<file path="config.mk">
export PLATFORM = sky130hd
export DESIGN_NAME = bcd_add_sequencer
export DESIGN_NICKNAME = d
export VERILOG_FILES = /design/src/rtl/bcd_add_sequencer.sv
export SDC_FILE = /design/constraint.sdc
export NUM_CORES = 1
export LEC_CHECK = 0
export ABC_CLOCK_PERIOD_IN_PS = 4410
export CAP_MARGIN = 20
export CORE_MARGIN = 3
export CORE_UTILIZATION = 53
export CTS_BUF_LIST = sky130_fd_sc_hd__clkbuf_8
export DETAILED_ROUTE_END_ITERATION = 12
export HOLD_SLACK_MARGIN = 0.02
export PLACE_DENSITY = 0.83
export SLEW_MARGIN = 20
export SYNTH_ARGS = -nofsm -noshare
export SYNTH_HDL_FRONTEND = slang
export SYNTH_SLANG_ARGS = --single-unit
</file>
<file path="constraint.sdc">
create_clock -name Clock -period 4.41 [get_ports Clock]
set_input_delay 0.441 -clock Clock [delete_from_list [all_inputs] [get_ports Clock]]
set_output_delay 0.441 -clock Clock [all_outputs]
set_load 0.005 [all_outputs]
</file>
<file path="src/rtl/bcd_add_sequencer.sv">
// ---------------------------------------------------------------------------
// bcd_add_sequencer
//
// Multi-digit BCD adder that reuses one single-digit add/decimal-correct stage
// across DIGITS operand digits, least significant digit first, one digit per
// clock. A start/busy/done handshake frames each operation.
//
// Optional build macro: BCD_SUBTRACT_EN
//   When defined, a sub_i port is added. sub_i=1 replaces every B digit by its
//   nines' complement and forces the initial carry to 1, so the result is the
//   ten's-complement difference A-B (cout_o=1 means no borrow).
//
// Ports:
//   Clock    in   system clock, rising edge
//   Resetn   in   asynchronous active-low reset
//   start_i  in   request a new operation, honoured only when idle
//   a_i      in   operand A, packed BCD, digit 0 in [3:0]
//   b_i      in   operand B, packed BCD
//   cin_i    in   carry into digit 0
//   sub_i    in   (BCD_SUBTRACT_EN only) 1 = compute A-B
//   sum_o    out  packed BCD result, held until the next accepted start
//   cout_o   out  carry out of the most significant digit, held with sum_o
//   busy_o   out  high while adding and during the done cycle
//   done_o   out  one-cycle pulse when sum_o/cout_o/err_o are valid
//   err_o    out  some operand digit was above 9 in the last operation
// ---------------------------------------------------------------------------
module bcd_add_sequencer #(
  parameter int DIGITS = 3
) (
  input  logic                  Clock,
  input  logic                  Resetn,
  input  logic                  start_i,
  input  logic [4*DIGITS-1:0]   a_i,
  input  logic [4*DIGITS-1:0]   b_i,
  input  logic                  cin_i,
`ifdef BCD_SUBTRACT_EN
  input  logic                  sub_i,
`endif
  output logic [4*DIGITS-1:0]   sum_o,
  output logic                  cout_o,
  output logic                  busy_o,
  output logic                  done_o,
  output logic                  err_o
);

  localparam int W     = 4 * DIGITS;
  localparam int IDX_W = (DIGITS > 1) ? $clog2(DIGITS) : 1;
  localparam logic [IDX_W-1:0] LAST_IDX = IDX_W'(DIGITS - 1);

  typedef enum logic [1:0] {
    S_IDLE = 2'd0,
    S_ADD  = 2'd1,
    S_DONE = 2'd2
  } state_t;

  state_t           state_q, state_d;
  logic [IDX_W-1:0] idx_q, idx_d;
  logic             carry_q, carry_d;
  logic [W-1:0]     a_q, a_d;
  logic [W-1:0]     b_q, b_d;
  logic [W-1:0]     sum_q, sum_d;
  logic             cout_q, cout_d;
  logic             err_q, err_d;

`ifdef BCD_SUBTRACT_EN
  logic             sub_q, sub_d;
`else
  logic             sub_q;
  assign sub_q = 1'b0;
`endif

  // Digit currently being processed.
  logic [3:0] a_dig, b_dig, b_eff, digit;
  logic [4:0] s5;
  logic       gt9;

  always_comb begin
    a_dig = 4'd0;
    b_dig = 4'd0;
    for (int i = 0; i < DIGITS; i++) begin
      if (idx_q == IDX_W'(i)) begin
        a_dig = a_q[i*4 +: 4];
        b_dig = b_q[i*4 +: 4];
      end
    end
  end

  // Nines' complement wraps modulo 16 so invalid B digits still produce a
  // deterministic (if meaningless) result; err_o flags them on the raw value.
  assign b_eff = sub_q ? (4'd9 - b_dig) : b_dig;
  assign s5    = {1'b0, a_dig} + {1'b0, b_eff} + {4'd0, carry_q};
  assign gt9   = (s5 > 5'd9);
  // Adding 6 in 4 bits equals taking the low nibble of (s5 + 6).
  assign digit = gt9 ? (s5[3:0] + 4'd6) : s5[3:0];

  // Next-state and datapath control.
  always_comb begin
    state_d = state_q;
    idx_d   = idx_q;
    carry_d = carry_q;
    a_d     = a_q;
    b_d     = b_q;
    sum_d   = sum_q;
    cout_d  = cout_q;
    err_d   = err_q;
`ifdef BCD_SUBTRACT_EN
    sub_d   = sub_q;
`endif

    case (state_q)
      S_IDLE: begin
        if (start_i) begin
          a_d     = a_i;
          b_d     = b_i;
          idx_d   = '0;
          err_d   = 1'b0;
          sum_d   = '0;
`ifdef BCD_SUBTRACT_EN
          sub_d   = sub_i;
          carry_d = sub_i ? 1'b1 : cin_i;
`else
          carry_d = cin_i;
`endif
          state_d = S_ADD;
        end
      end

      S_ADD: begin
        for (int i = 0; i < DIGITS; i++) begin
          if (idx_q == IDX_W'(i)) begin
            sum_d[i*4 +: 4] = digit;
          end
        end
        carry_d = gt9;
        err_d   = err_q | (a_dig > 4'd9) | (b_dig > 4'd9);
        if (idx_q == LAST_IDX) begin
          // Carry-out is registered together with the final digit so that it
          // is already valid in the done cycle.
          cout_d  = gt9;
          state_d = S_DONE;
        end else begin
          idx_d = idx_q + 1'b1;
        end
      end

      S_DONE: begin
        state_d = S_IDLE;
      end

      default: begin
        state_d = S_IDLE;
      end
    endcase
  end

  always_ff @(posedge Clock or negedge Resetn) begin
    if (!Resetn) begin
      state_q <= S_IDLE;
      idx_q   <= '0;
      carry_q <= 1'b0;
      a_q     <= '0;
      b_q     <= '0;
      sum_q   <= '0;
      cout_q  <= 1'b0;
      err_q   <= 1'b0;
`ifdef BCD_SUBTRACT_EN
      sub_q   <= 1'b0;
`endif
    end else begin
      state_q <= state_d;
      idx_q   <= idx_d;
      carry_q <= carry_d;
      a_q     <= a_d;
      b_q     <= b_d;
      sum_q   <= sum_d;
      cout_q  <= cout_d;
      err_q   <= err_d;
`ifdef BCD_SUBTRACT_EN
      sub_q   <= sub_d;
`endif
    end
  end

  assign sum_o  = sum_q;
  assign cout_o = cout_q;
  assign err_o  = err_q;
  assign busy_o = (state_q != S_IDLE);
  assign done_o = (state_q == S_DONE);

endmodule

</file>
==> impl_metrics.env, run 1 <==
export IMPL_yosysWarningCount=0
export IMPL_htree_num_levels=2
export IMPL_run_status="complete, no violations"
export IMPL_firstDrtPassIters=5
export IMPL_dp_final_hpwl_um=3020
export IMPL_cts_made_buffers=5
export IMPL_timing_critical_path_buf_inv=1
export IMPL_max_slew_margin_pct=38.3
export IMPL_drt_vias_per_instance=5.35
export IMPL_synthesis_to_finish_area_growth_pct=24.8
export IMPL_reg2reg_depth=14
export IMPL_globalRouteOverflowTotal=0
export IMPL_setup_failing_eps_final=0
export IMPL_yosys_most_used_dff="sky130_fd_sc_hd__dfrtp_1"
export IMPL_synthCells=194
export IMPL_async_set_reset_flop_share_out_of_synthesis_pct=100
export IMPL_latest_clock_arrival_within_the_worst_skew_pair_ps=290
export IMPL_cts_hold_repair_buffers=0
export IMPL_largest_net_degree_at_the_start_of_global_routing=44
export IMPL_filler_cell_count=293
export IMPL_required_ps=4630
export IMPL_clock_path_buffers=2
export IMPL_io_buffers=43
export IMPL_ys_seq_elements=43
export IMPL_postCtsResizedCells=0
export IMPL_postRouteAntennaNets=0
export IMPL_hold_path_class="primary input to asynchronous set/reset pin"
export IMPL_path_delay_family="adder cells"
export IMPL_timing_critical_path_fanout_max=17
export IMPL_die_y_um=69.8
export IMPL_critPathCaptureType="register"
export IMPL_grt_setup_unrepaired="no"
export IMPL_path_cells="inv_1 -> ha_1 -> a21oi_1 -> nor2_1 -> a21oi_1 -> fa_1 -> fa_1 -> xor2_2 -> ha_1 -> a22o_4 -> o311ai_4 -> mux2i_1 -> nand2_1 -> a21oi_1"
export IMPL_report_final_hold_viol_count=0
export IMPL_timing_critical_path_slowest_cell_delay_ps=500
export IMPL_root_buffer="sky130_fd_sc_hd__clkbuf_8"
export IMPL_final_layout_size_suffix_gt1_share_pct=19.0
export IMPL_grt_first_pass_wirelength_um=6920
export IMPL_fin_tns_setup_ps=0
export IMPL_die_w_um=69.8
export IMPL_core_area_um2=3800
export IMPL_timing_worst_slew_pin_value_ps=925
export IMPL_area_of_the_die_um2=4880
export IMPL_antenna_found_initial=0
export IMPL_num_rows=22
export IMPL_final_weighted_congestion_in_routability_driven_placement=0.810
export IMPL_syn_mean_instance_area_um2=11.1
export IMPL_finalWorstPathRequiredPeriod_ps=3910
export IMPL_synth_fp_nets=231
export IMPL_timing_clock_skew_ps=4.11
export IMPL_drc=0
export IMPL_cts_tree="yes"
export IMPL_clkSinkCount=43
export IMPL_number_of_enable_flip_flop_cells_after_synthesis=0
export IMPL_worstSetupStartpointType="register"
export IMPL_yosysUniqueCellTypes=37
export IMPL_critical_path_top_cell_by_count="sky130_fd_sc_hd__a21oi_1"
export IMPL_start_util_pct=56.9
export IMPL_crit_type="register to register"
export IMPL_data_arrival_time_at_the_worst_slack_endpoint_ps=4130
export IMPL_grtUsageTotal_pct=18.0
export IMPL_antennaDiodeCount=0
export IMPL_crit_slowest_cell="sky130_fd_sc_hd__ha_1"
export IMPL_post_drt_wl_per_cell_um=14.0
export IMPL_postCtsSetupBuffers=0
export IMPL_finalMaxSlewViolations=0
export IMPL_syn_area_um2=2160
export IMPL_max_cap_violations=0
export IMPL_cp_depth=14
export IMPL_clk_transition_reported_paths_ps=70
export IMPL_fmaxAchievable_mhz=255
export IMPL_final_nets=275
export IMPL_seq_area_frac_synth_pct=49.8
export IMPL_ioPinCount=44
export IMPL_drt_first_iter_violations=68
export IMPL_first_global_vias=1479
export IMPL_dr_total_vias=1524
export IMPL_period_share_pct=88.8
export IMPL_route_final_wire_length_um=3990
routing by layer:
| metal | up-vias | GRT usage (%) | share of wire [%] |
|---|---|---|---|
| li1 | 751 | - | - |
| met1 | 721 | 22.6 | 44 |
| met2 | 46 | 29.0 | 48 |
| met3 | 6 | 6.09 | 6.4 |
| met4 | 0 | 6.38 | 1.5 |
| met5 | - | 0 | 0 |
synth_stat cells (3+ instances only):
| library cell | number | area, um^2 |
|---|---|---|
| sky130_fd_sc_hd__mux2_2 | 27 | 304 |
| sky130_fd_sc_hd__dfrtp_1 | 43 | 1080 |
| sky130_fd_sc_hd__o21ai_1 | 4 | 20.0 |
| sky130_fd_sc_hd__and3b_1 | 3 | 26.3 |
| sky130_fd_sc_hd__a22oi_1 | 3 | 22.5 |
| sky130_fd_sc_hd__a21oi_1 | 14 | 70.1 |
| sky130_fd_sc_hd__o21ai_0 | 12 | 60.1 |
| sky130_fd_sc_hd__nand2_1 | 21 | 78.8 |
| sky130_fd_sc_hd__nor2_1 | 10 | 37.5 |
| sky130_fd_sc_hd__ha_1 | 7 | 87.6 |
| sky130_fd_sc_hd__inv_1 | 12 | 45.0 |
| sky130_fd_sc_hd__buf_2 | 5 | 25.0 |
| sky130_fd_sc_hd__nor2b_1 | 4 | 25.0 |
cells by family after synthesis:
family / after synthesis / synth area share [%]
simple gates: 47 / 10.8
compound gates: 44 / 13.3
flops: 43 / 49.8
mux: 29 / 15.2
buf+inv: 20 / 3.82
fa+ha+maj: 9 / 5.91
xor+xnor: 2 / 1.16
through the flow:
stage	hold slack, ps	worst slack, ps	std cells	utilization, %	cell area [um^2]
after detailed placement	474	464	279	69.0	2620
after global placement	463	638	279	69.0	2620
after floorplan	145	788	194	-	2160
final	284	495	285	70.9	2700
after global routing	356	140	285	70.9	2700
after CTS	305	468	285	70.9	2700
area by class of cell:
type                            instances  area [um^2]  area share (%)
Clock inverter                          1         3.75           0.139
Timing Repair Buffer                   45          440            16.3
Clock buffer                            5         68.8            2.55
Sequential cell                        43         1080            39.9
Inverter                               12         45.0            1.67
Multi-Input combinational cell        131         1000            37.1
Tap cell                               48         60.1            2.23
cells in the final DEF (no fill, tap or decap), drive strengths merged:
cell           synthesis  routed
a21boi                 1       1
a21oi                 14      14
a221o                  1       1
a22o                   1       1
a22oi                  3       3
a31o                   1       1
a31oi                  2       2
and2b                  1       1
and3b                  4       4
buf                    5       3
clkbuf                 3       5
clkdlybuf4s50          0      42
dfrtp                 43      43
fa                     2       2
ha                     7       7
inv                   12      13
mux2                  27      27
mux2i                  2       2
nand2                 21      21
nand2b                 2       2
nand3b                 1       1
nor2                  11      11
nor2b                  4       4
nor3                   1       1
o21ai                 17      17
o21bai                 1       1
o311ai                 1       1
o31ai                  2       2
or2                    2       2
xnor2                  1       1
xor2                   1       1
final timing paths:
path                           from        to  slack [ps]
min                          Resetn     err_o         280
min reg2reg                sum_o[3]  sum_o[3]         480
max in group asynchronous    Resetn  sum_o[8]        3550
min in group Clock         sum_o[3]  sum_o[3]         480
max                        idx_q[1]  sum_o[2]         500
max reg2reg                idx_q[1]  sum_o[2]         500
registers in the layout, indices dropped and copies added, names as in the netlist:
name     cells
idx_q        2
sum_o       12
a_q         12
cout_o       1
carry_q      1
state_q      2
b_q         12
err_o        1
Power of run 1 is not shown: default switching activity piles up to over one toggle a cycle in this logic, so the estimate is an artifact.
==> run 2: changes to the inputs <==
- ABC_CLOCK_PERIOD_IN_PS: 4410 -> 4300
- SETUP_SLACK_MARGIN: unset -> 0.4
- clock period: 4.41 -> 4.3 ns (I/O delays scaled with it)
==> run 2 against run 1 <==
  * Critical path depth increased by 2
  * Maximum frequency up 6.1%
  * Register-to-register slack better by 120 ps
  * Hold slack worse by 23 ps
  * Sequential cell count is the same
  * Critical endpoint unchanged
  * Clock skew rose by 1.4 ps
  * Cell area increased by 3.0%
  * Die area unchanged
  * Non-clock buffer count grew 1
  * Count of clock-buffer cells in the layout grew 2
  * Cell count is 1.1% higher
  * First-iteration DRC count is 43% higher
==> impl_metrics.env, run 2 (synthesis gave the netlist of run 1 again) <==
export IMPL_fmaxAchievable_mhz=271
export IMPL_run_status="complete, no violations"
export IMPL_multi_input_gate_area_in_the_final_layout_um2=1050
export IMPL_data_arrival_time_at_the_worst_slack_endpoint_ps=3920
export IMPL_worstSetupStartpointType="register"
export IMPL_dr_total_vias=1540
export IMPL_grt_setup_unrepaired="no"
export IMPL_max_slew_margin_pct=39.3
export IMPL_die_w_um=69.8
export IMPL_firstDrtPassIters=4
export IMPL_timing_critical_path_slowest_cell_delay_ps=440
export IMPL_htree_num_levels=2
export IMPL_largest_net_degree_at_the_start_of_global_routing=44
export IMPL_grtUsageTotal_pct=18.3
export IMPL_global_route_peak_usage_layer="met2"
export IMPL_post_drt_wl_per_cell_um=14.1
export IMPL_postRouteAntennaNets=0
export IMPL_antenna_found_initial=0
export IMPL_timing_worst_slew_pin_value_ps=911
export IMPL_timing_critical_path_fanout_max=9
export IMPL_fin_tns_setup_ps=0
export IMPL_root_buffer="sky130_fd_sc_hd__clkbuf_8"
export IMPL_area_of_the_die_um2=4880
export IMPL_period_share_pct=85.8
export IMPL_start_util_pct=56.9
export IMPL_drc=0
export IMPL_drt_vias_per_instance=5.35
export IMPL_core_area_um2=3800
export IMPL_latest_clock_arrival_within_the_worst_skew_pair_ps=300
export IMPL_path_delay_family="adder cells"
export IMPL_die_y_um=69.8
export IMPL_clk_transition_reported_paths_ps=80
export IMPL_path_cells="inv_2 -> ha_4 -> nand2_1 -> nor2_1 -> a21oi_1 -> nor2_1 -> a21oi_1 -> fa_2 -> fa_1 -> xor2_2 -> ha_1 -> a22o_4 -> o311ai_4 -> mux2i_2 -> a31oi_1 -> a21oi_2"
export IMPL_route_final_wire_length_um=4070
export IMPL_clkSinkCount=43
export IMPL_max_cap_violations=0
export IMPL_crit_slowest_cell="sky130_fd_sc_hd__dfrtp_1"
export IMPL_io_buffers=43
export IMPL_register_area_um2=1080
export IMPL_grt_use_met3_pct=5.94
export IMPL_report_final_hold_viol_count=0
export IMPL_globalRouteOverflowTotal=0
export IMPL_grt_util_met1_pct=23.1
export IMPL_finalMaxSlewViolations=0
export IMPL_finalWorstPathRequiredPeriod_ps=3690
export IMPL_final_layout_size_suffix_gt1_share_pct=24.2
export IMPL_dp_final_hpwl_um=3010
export IMPL_final_cell_mix="sky130_fd_sc_hd__dfrtp_1 (43), sky130_fd_sc_hd__clkdlybuf4s50_1 (42), sky130_fd_sc_hd__mux2_2 (27)"
export IMPL_layout_commonest_cell="sky130_fd_sc_hd__dfrtp_1"
export IMPL_critPathCaptureType="register"
export IMPL_final_weighted_congestion_in_routability_driven_placement=0.810
export IMPL_required_ps=4530
export IMPL_grt_first_pass_wirelength_um=7010
export IMPL_first_global_vias=1546
export IMPL_final_nets=276
export IMPL_cts_made_buffers=5
export IMPL_cts_tree="yes"
export IMPL_timing_clock_skew_ps=5.53
export IMPL_hold_path_class="primary input to asynchronous set/reset pin"
export IMPL_ioPinCount=44
export IMPL_drt_first_iter_violations=97
export IMPL_antennaDiodeCount=0
export IMPL_grt_use_met2_pct=29.1
export IMPL_filler_cell_count=289
export IMPL_setup_failing_eps_final=0
export IMPL_num_rows=22
export IMPL_cts_hold_repair_buffers=0
export IMPL_timing_critical_path_buf_inv=1
export IMPL_crit_type="register to register"
export IMPL_synthesis_to_finish_area_growth_pct=28.5
export IMPL_clock_path_buffers=2
==> run 2: changes by cell type in the layout (fill, tap and decap cells not counted), moves of 2 or more <==
cell,change
sky130_fd_sc_hd__clkbuf_8,+2
sky130_fd_sc_hd__ha_1,-2
sky130_fd_sc_hd__inv_2,+2
sky130_fd_sc_hd__inv_1,-2
sky130_fd_sc_hd__a21oi_2,+2
sky130_fd_sc_hd__ha_4,+2
sky130_fd_sc_hd__a21oi_1,-2
==> run 2: final cells by class <==
class                   instances  area share [%]
inverters                      12            1.62
flip-flops and latches         43            38.8
clock inverters                 1           0.135
repair buffers                 46            16.1
multi-input cells             131            37.7
well taps                      48            2.16
clock buffers                   7            3.47
==> run 2: timing repair <==
item / in CTS / in global routing
resized for setup: 2 / 11
pin swaps: 0 / 1
cloned: 0 / 0
buffers inserted: 0 / 1
setup endpoints to repair: 3 / 4
==> run 2: per-layer routing <==
layer  share of wire (%)  vias to the layer above
met2                  48                       43
li1                    -                      760
met3                 5.8                        5
met4                 1.5                        0
met5                   0                        -
met1                  45                      732
==> run 2: worst paths after layout <==
kind                                from          to  slack, ps  cells past startpoint
worst max-delay path            idx_q[0]    sum_o[2]        610                     16
worst min-delay path              Resetn  state_q[1]        260                      1
worst max register to register  idx_q[0]    sum_o[2]        610                     16
worst min register to register  sum_o[3]    sum_o[3]        480                      2
max in group asynchronous         Resetn      a_q[0]       3460                      1
min in group Clock              sum_o[3]    sum_o[3]        480                      2
==> run 2: per-stage QoR <==
step                      cells  hold slack (ps)  setup WS [ps]  instance area [um^2]  util, %
after floorplan             194              134            678                  2160        -
after global placement      279              463            528                  2620     69.0
after detailed placement    279              466            364                  2620     69.0
after CTS                   287              290            453                  2730     71.8
after global routing        288              338            374                  2780     73.1
final                       288              261            612                  2780     73.1
Power of run 2 is left out for the same reason.
